### config.mk
export PLATFORM = sky130hd
export DESIGN_NAME = pipe_ctrl
export DESIGN_NICKNAME = d
export VERILOG_FILES = /design/src/rtl/pipe_ctrl.sv
export SDC_FILE = /design/constraint.sdc
export NUM_CORES = 1
export LEC_CHECK = 0
export ABC_CLOCK_PERIOD_IN_PS = 1800
export CAP_MARGIN = 20
export CORE_AREA = 8 8 45 47
export DETAILED_ROUTE_END_ITERATION = 8
export DIE_AREA = 0 0 53 55
export DONT_BUFFER_PORTS = 1
export GPL_TIMING_DRIVEN = 1
export PLACE_DENSITY_LB_ADDON = 0.15
export SYNTH_ARGS = -nofsm -noshare
export SYNTH_HDL_FRONTEND = slang
export SYNTH_SLANG_ARGS = --single-unit
### constraint.sdc
create_clock -name clk -period 1.8 [get_ports clk]
set_clock_uncertainty 0.2 [all_clocks]
set_input_delay 0.18 -clock clk [delete_from_list [all_inputs] [get_ports clk]]
set_output_delay 0.18 -clock clk [all_outputs]
set_load 0.005 [all_outputs]
### src/rtl/pipe_ctrl.sv
// Y86-64 pipeline control: stall/bubble generation, post-reset flush and halt freeze.
// Optional performance counters are built only when PERF_CNT_EN is defined.
module pipe_ctrl #(
    parameter int unsigned FLUSH_CYC = 3
`ifdef PERF_CNT_EN
    , parameter int unsigned CNT_W = 32
`endif
) (
    input  logic       clk,
    input  logic       reset,
    input  logic [3:0] D_icode,
    input  logic [3:0] d_srcA,
    input  logic [3:0] d_srcB,
    input  logic [3:0] E_icode,
    input  logic [3:0] E_dstM,
    input  logic       e_Cnd,
    input  logic [3:0] M_icode,
    input  logic [2:0] m_stat,
    input  logic [2:0] W_stat,
    output logic       F_stall,
    output logic       D_stall,
    output logic       D_bubble,
    output logic       E_bubble,
    output logic       M_bubble,
    output logic       W_stall,
    output logic       W_bubble,
    output logic       set_cc,
    output logic [2:0] cpu_stat,
    output logic       halted
`ifdef PERF_CNT_EN
    ,
    output logic [CNT_W-1:0] cyc_cnt,
    output logic [CNT_W-1:0] stall_cnt,
    output logic [CNT_W-1:0] flush_cnt
`endif
);

    localparam int unsigned CTR_W = (FLUSH_CYC > 1) ? $clog2(FLUSH_CYC) : 1;

    localparam logic [2:0] STAT_AOK = 3'd1;
    localparam logic [2:0] STAT_HLT = 3'd2;
    localparam logic [2:0] STAT_ADR = 3'd3;
    localparam logic [2:0] STAT_INS = 3'd4;

    localparam logic [3:0] I_MRMOVQ = 4'h5;
    localparam logic [3:0] I_OPQ    = 4'h6;
    localparam logic [3:0] I_JXX    = 4'h7;
    localparam logic [3:0] I_RET    = 4'h9;
    localparam logic [3:0] I_POPQ   = 4'hB;
    localparam logic [3:0] R_NONE   = 4'hF;

    typedef enum logic [1:0] {
        ST_FLUSH = 2'd0,
        ST_RUN   = 2'd1,
        ST_HALT  = 2'd2
    } state_e;

    state_e           state_q, state_d;
    logic [CTR_W-1:0] ctr_q, ctr_d;
    logic [2:0]       cpu_stat_q, cpu_stat_d;
    logic             halted_q, halted_d;

    logic lu, ret, mis, exc, wex;

    // Hazard detection; only consumed while running
    always_comb begin
        lu  = (E_icode == I_MRMOVQ || E_icode == I_POPQ) && (E_dstM != R_NONE)
              && (E_dstM == d_srcA || E_dstM == d_srcB);
        ret = (D_icode == I_RET) || (E_icode == I_RET) || (M_icode == I_RET);
        mis = (E_icode == I_JXX) && !e_Cnd;
        exc = (m_stat == STAT_ADR) || (m_stat == STAT_INS) || (m_stat == STAT_HLT);
        wex = (W_stat == STAT_ADR) || (W_stat == STAT_INS) || (W_stat == STAT_HLT);
    end

    always_comb begin
        state_d    = state_q;
        ctr_d      = ctr_q;
        cpu_stat_d = cpu_stat_q;
        halted_d   = halted_q;
        F_stall    = 1'b0;
        D_stall    = 1'b0;
        D_bubble   = 1'b0;
        E_bubble   = 1'b0;
        M_bubble   = 1'b0;
        W_stall    = 1'b0;
        W_bubble   = 1'b0;
        set_cc     = 1'b0;
        case (state_q)
            ST_FLUSH: begin
                F_stall    = 1'b1;
                D_bubble   = 1'b1;
                E_bubble   = 1'b1;
                M_bubble   = 1'b1;
                W_bubble   = 1'b1;
                cpu_stat_d = STAT_AOK;
                halted_d   = 1'b0;
                if (ctr_q == '0) state_d = ST_RUN;
                else             ctr_d   = ctr_q - CTR_W'(1);
            end
            ST_RUN: begin
                F_stall  = lu | ret;
                D_stall  = lu;
                D_bubble = mis | (ret & !lu);
                E_bubble = mis | lu;
                M_bubble = exc | wex;
                W_stall  = wex;
                set_cc   = (E_icode == I_OPQ) && !exc && !wex;
                // A faulting instruction reaching writeback freezes the machine
                if (wex) begin
                    state_d    = ST_HALT;
                    cpu_stat_d = W_stat;
                    halted_d   = 1'b1;
                end else begin
                    cpu_stat_d = STAT_AOK;
                end
            end
            ST_HALT: begin
                F_stall  = 1'b1;
                D_stall  = 1'b1;
                W_stall  = 1'b1;
                M_bubble = 1'b1;
            end
            default: state_d = ST_FLUSH;
        endcase
    end

    always_ff @(posedge clk) begin
        if (reset) begin
            state_q    <= ST_FLUSH;
            ctr_q      <= CTR_W'(FLUSH_CYC - 1);
            cpu_stat_q <= STAT_AOK;
            halted_q   <= 1'b0;
        end else begin
            state_q    <= state_d;
            ctr_q      <= ctr_d;
            cpu_stat_q <= cpu_stat_d;
            halted_q   <= halted_d;
        end
    end

    assign cpu_stat = cpu_stat_q;
    assign halted   = halted_q;

`ifdef PERF_CNT_EN
    logic [CNT_W-1:0] cyc_cnt_q, cyc_cnt_d;
    logic [CNT_W-1:0] stall_cnt_q, stall_cnt_d;
    logic [CNT_W-1:0] flush_cnt_q, flush_cnt_d;

    // Counters advance only on running cycles and wrap naturally
    always_comb begin
        cyc_cnt_d   = cyc_cnt_q;
        stall_cnt_d = stall_cnt_q;
        flush_cnt_d = flush_cnt_q;
        if (state_q == ST_RUN) begin
            cyc_cnt_d = cyc_cnt_q + CNT_W'(1);
            if (F_stall)         stall_cnt_d = stall_cnt_q + CNT_W'(1);
            if (D_bubble && mis) flush_cnt_d = flush_cnt_q + CNT_W'(1);
        end
    end

    always_ff @(posedge clk) begin
        if (reset) begin
            cyc_cnt_q   <= '0;
            stall_cnt_q <= '0;
            flush_cnt_q <= '0;
        end else begin
            cyc_cnt_q   <= cyc_cnt_d;
            stall_cnt_q <= stall_cnt_d;
            flush_cnt_q <= flush_cnt_d;
        end
    end

    assign cyc_cnt   = cyc_cnt_q;
    assign stall_cnt = stall_cnt_q;
    assign flush_cnt = flush_cnt_q;
`endif

endmodule

==> impl_metrics.ini, run 1 <==
[status]
outcome = completed

[synthesis]
ys_top_cells_by_area = dfxtp_1 22%, xor2_1 9.5%, ha_1 8.5%
ys_seq_area_share_pct = 21.8
ys_ff_latch = 8
synth_top_area_share_pct = 21.8
netlist_instances = 91
synth.net_count = 129
synth.distinct_cells = 32
netlist_area_um2 = 734
yosysWarnings = 0
synth.largest_area_cell = dfxtp_1
post_synth.cell_area_avg_um2 = 8.07

[global_routing]
grt_antenna_before_repair = 0
grtUsageTotal_pct = 13.5
grt_pass1_vias = 677
grt_pass1_wl_um = 2950
grt_max_degree = 16
grt-ovfl-total = 0

[final_layout]
multi_input_area_um2 = 591
layout-drive-gt1-share_pct = 23.2
fillers = 136
seq_area_um2 = 165
final_nets = 135
area_growth_pct = 16.0
final_common_cell = nand2_1
n_antenna_cell = 0
postLayoutCoreUtil_pct = 61.6
final_cell_mix = 9 x nand2_1, 8 x inv_1, 8 x a21oi_1, 8 x xor2_1

[power_and_ir_drop]
sequentialPowerShare_pct = 26.2
p_per_area_nw_per_um2 = 1160
p_leak_nw = 0.325
ir_drop_v = 0.000815
p_clk_share_pct = 13.5
pwr-share-comb_pct = 60.2
p_int_uw = 564
power_switching_uw = 429
sw_frac_of_total_pct = 43.2

[routing]
wl_per_cell_um = 17.9
vias_per_cell = 6.26
vias = 695
wl_um = 1990
remaining_drc_errors = 0
ant_nets = 0
drt_iter0_markers = 15
dr.pass1.iters = 4

[worst_hold_path]
hp-class = input port to register

[clocking]
cts_buffers = 3
clk_pin_slew_ns = 0.05
root_buffer = clkbuf_4
tritoncts = yes
h-tree-depth = 1
cts.path.max_buffers = 2
cts_sinks = 8
clk_latency_ns = 0.25
cts_setup_buffers = 0

[sta]
period_minus_slack_ns = 1.72
relSlewSlack_pct = 72.0
slew_violations = 0
fin_ws_ns = 0.0850
rsz0062_at_grt = no
final-setup-viol-count = 0
final.period_utilization_pct = 95.3
finalHoldViolCount = 0
fmax_mhz = 583
setup_tns_ns = 0
max_slew.worst_pin.slew_ns = 0.417

[worst_setup_path]
arrival_ns = 1.34
path_max_fanout = 7
crit_type = register to output port
start_kind = register
required_ns = 1.42
endpoint_kind = output port

[die]
rows = 14
initial_core_util_pct = 53.1
die_height_um = 55
fp.dieArea_um2 = 2920
die_w_um = 53
core_area_um2 = 1380
ios = 45

[place]
portBuffers = 0
place_ws_ns = 0.0689
dpl.hpwl_um = 1500
routabilityCongestion = 0.765

[flow_run]
maxCapViolCount = 0
-- Yosys cell counts, drive strengths merged --
cell     n
inv      9
nand2    9
a21oi    8
dfxtp    8
xor2     8
nor2     6
ha       5
nor3     4
a211oi   3
nor4bb   3
o2111ai  3
o21ai    3
or3b     3
a31oi    2
mux2     2
nand2b   2
nor2b    2
nor4     2
and3b    1
and4     1
clkbuf   1
nand3b   1
nor4b    1
o211a    1
o221ai   1
or2      1
xnor2    1
-- power groups by stage --
stage               Clock [mW]  Sequential, mW  Combinational, mW
floorplan                    0           0.244              0.400
global placement             0           0.248              0.480
detailed placement           0           0.249              0.491
CTS                      0.142           0.252              0.587
global route             0.150           0.266              0.650
finish                   0.134           0.260              0.598
-- critical path: stages, from the launching register on --
cell	delay, ns
dfxtp_4	0.37
inv_1	0.09
ha_4	0.20
a31oi_4	0.18
o211a_1	0.19
a211oi_2	0.05
-- timing repair --
action                                  4_1_cts  5_1_grt
pin swaps                                     0        2
endpoints found under the setup margin        7        3
hold buffers                                  2        0
resized for setup                             9        4
endpoints found under the hold margin         8        0
-- through the flow --
| step | std cells | hold slack [ns] | cell area [um2] | total power [mW] |
|---|---|---|---|---|
| after detailed placement | 106 | 0.0546 | 751 | 0.741 |
| after global placement | 106 | 0.0526 | 751 | 0.728 |
| after global routing | 111 | 0.0726 | 852 | 1.07 |
| final | 111 | 0.0706 | 852 | 0.992 |
| after CTS | 111 | 0.0640 | 846 | 0.981 |
| after floorplan | 91 | 0.0491 | 734 | 0.644 |
-- state kept, by name, summed over array words and instances (netlist names) --
signal,cells
halted,1
state_q,2
cpu_stat,3
ctr_q,2
-- path summary, 6_finish.rpt --
check	from	endpoint	slack [ns]	depth (start not counted)
worst min register to register	ctr_q[1]$_SDFFE_PP1P_	ctr_q[1]$_SDFFE_PP1P_	0.30	2
worst max register to register	state_q[0]$_SDFFE_PP0P_	state_q[1]$_SDFFE_PP0P_	0.18	6
worst min-delay path	W_stat[0]	cpu_stat[2]$_SDFFE_PP0P_	0.07	3
worst max-delay path	state_q[0]$_SDFFE_PP0P_	D_bubble	0.08	5
-- routing by layer --
layer	up-vias	share of wire (%)	GRT usage, %
met5	-	0	0
met4	0	0.55	1.29
met3	6	13	8.02
met2	39	49	24.2
met1	314	38	13.6
li1	336	-	-
-- final cells by class --
class,count,area share (%)
timing repair buffer,2,2.35
multi-input combinational,73,69.3
inverter,9,3.96
tap,16,2.35
clock buffer,3,2.64
sequential,8,19.4
-- logic make-up after synthesis --
logic type	Yosys count	share of synthesized area, %
adders and majority gates	5	8.52
buffers and inverters	10	5.11
AOI/OAI and AO/OA	21	19.9
xor gates and xnor gates	9	10.7
DFF	8	21.8
and+or+nand+nor	36	30.8
muxes	2	3.07
Note: power is estimated with default switching activity, not from simulation.
==> run 2, diff against run 1 <==
==> constraint.sdc (replaced) <==
create_clock -name clk -period 1.8 [get_ports clk]
set_clock_uncertainty 0.2 [all_clocks]
set_input_delay 0.27 -clock clk [delete_from_list [all_inputs] [get_ports clk]]
set_output_delay 0.27 -clock clk [all_outputs]
set_load 0.005 [all_outputs]
==> run 2 against run 1 <==
Sequential power barely moved. Flip-flop and latch count unchanged. Critical path depth is the same. Wire length decreased by 9.0%. Hold slack gained 0.011 ns. Count of clock-buffer cells in the layout unchanged. Largest cell class unchanged. Largest power group unchanged.
==> impl_metrics.ini, run 2 (synthesized netlist as in run 1, its figures left out) <==
[flow_run]
maxCapViolCount = 0

[routing]
remaining_drc_errors = 0
wl_per_cell_um = 15.8
drt_iter0_markers = 12
ant_nets = 0
vias_per_cell = 5.89
vias = 671
dr.pass1.iters = 4
wl_um = 1810

[worst_setup_path]
crit_type = register to output port
arrival_ns = 1.26
path_max_fanout = 4
endpoint_kind = output port
required_ns = 1.33
start_kind = register

[global_routing]
grt_antenna_before_repair = 0
grtUsageTotal_pct = 13.3
grt-ovfl-total = 0
grt_pass1_wl_um = 2920
grt_pass1_vias = 688
grt_max_degree = 14

[clocking]
clk_pin_slew_ns = 0.05
h-tree-depth = 1
cts.path.max_buffers = 2
cts_buffers = 3
clk_latency_ns = 0.25
tritoncts = yes
root_buffer = clkbuf_4
cts_sinks = 8

[die]
rows = 14
core_area_um2 = 1380
ios = 45
fp.dieArea_um2 = 2920
initial_core_util_pct = 53.1
die_w_um = 53
die_height_um = 55

[final_layout]
final_nets = 138
fillers = 134
layoutNonFillerInstCount = 114
layout-drive-gt1-share_pct = 28.6
final_cell_mix = 9 x nand2_1, 8 x a21oi_1, 8 x xor2_1
final_common_cell = nand2_1
largest_register_ffs = 3
final_area_um2 = 882
area_growth_pct = 20.1
n_antenna_cell = 0
multi_input_area_um2 = 599
seq_area_um2 = 164

[sta]
rsz0062_at_grt = yes
relSlewSlack_pct = 72.2
period_minus_slack_ns = 1.73
final-setup-viol-count = 0
finalHoldViolCount = 0
max_slew.worst_pin.slew_ns = 0.414
final.period_utilization_pct = 96.1
slew_violations = 0
fmax_mhz = 578

[power_and_ir_drop]
p_int_uw = 610
ir_drop_v = 0.000658
p_clk_share_pct = 12.9
sequentialPowerShare_pct = 24.7
sw_frac_of_total_pct = 41.7
p_per_area_nw_per_um2 = 1190
pwr-share-comb_pct = 62.5
p_leak_nw = 0.341
power_switching_uw = 436

[status]
outcome = completed

[place]
dpl.hpwl_um = 1480
placed_cells = 109
portBuffers = 0
routabilityCongestion = 0.787
post_dp_cell_area_um2 = 773

[worst_hold_path]
hp-class = input port to register
==> run 2: cell types whose count changed in the layout (fill, tap and decap cells not counted), sizes merged <==
| cell | delta |
|---|---|
| buf | +4 |
| dlygate4sd3 | -1 |
==> run 2: routing by layer <==
metal  vias up  track usage (%)  wire (um)
met5         -                0          0
met4         0             2.59          0
met3         0             7.49        245
met2        34             22.3        842
met1       294             14.4        718
li1        343                -          -
==> run 2: path summary, 6_finish.rpt <==
kind	start	end	slack, ns	cells after the start
min reg2reg	halted$_SDFFE_PP0P_	halted$_SDFFE_PP0P_	0.30	2
max reg2reg	state_q[0]$_SDFFE_PP0P_	state_q[1]$_SDFFE_PP0P_	0.20	7
min	W_stat[0]	cpu_stat[0]$_SDFFE_PP1P_	0.08	3
max	state_q[0]$_SDFFE_PP0P_	D_bubble	0.07	5
==> run 2: critical path, cell delays in order (launching register included) <==
cell      delay, ns
dfxtp_4        0.36
inv_4          0.06
ha_4           0.15
buf_4          0.13
nor2_1         0.06
a211oi_2       0.24
==> run 2: cell type report <==
type | count | area share, %
Clock buffer | 3 | 2.55
Inverter | 9 | 4.11
Multi-Input combinational cell | 73 | 67.9
Sequential cell | 8 | 18.6
Tap cell | 16 | 2.27
Timing Repair Buffer | 5 | 4.54
==> run 2: power by group through the flow <==
| stage | logic (mW) | registers, mW | clock network (mW) |
|---|---|---|---|
| 2_1_floorplan | 0.400 | 0.244 | 0 |
| 3_3_place_gp | 0.520 | 0.246 | 0 |
| 3_5_place_dp | 0.528 | 0.246 | 0 |
| 5_1_grt | 0.740 | 0.263 | 0.152 |
| 4_1_cts | 0.626 | 0.245 | 0.140 |
| 6_report | 0.654 | 0.258 | 0.135 |
==> run 2: metrics by stage <==
stage	total power, mW	util, %	setup slack (ns)	hold WS, ns	setup TNS (ns)
6_report	1.05	63.7	0.0695	0.0820	0
5_1_grt	1.15	63.7	-0.00208	0.0768	-0.00414
4_1_cts	1.01	62.1	0.00288	0.0780	0
3_5_place_dp	0.773	55.9	0.0689	0.143	0
3_3_place_gp	0.766	55.9	0.0765	0.142	0
2_1_floorplan	0.644	-	0.127	0.139	0
==> run 2: timing repair <==
item | 4_1_cts | 5_1_grt
buffers inserted | 0 | 1
pin swaps | 0 | 3
setup endpoints to repair | 7 | 7
gates resized for setup | 11 | 5
endpoints found under the hold margin | 8 | 0
hold buffers | 1 | 0
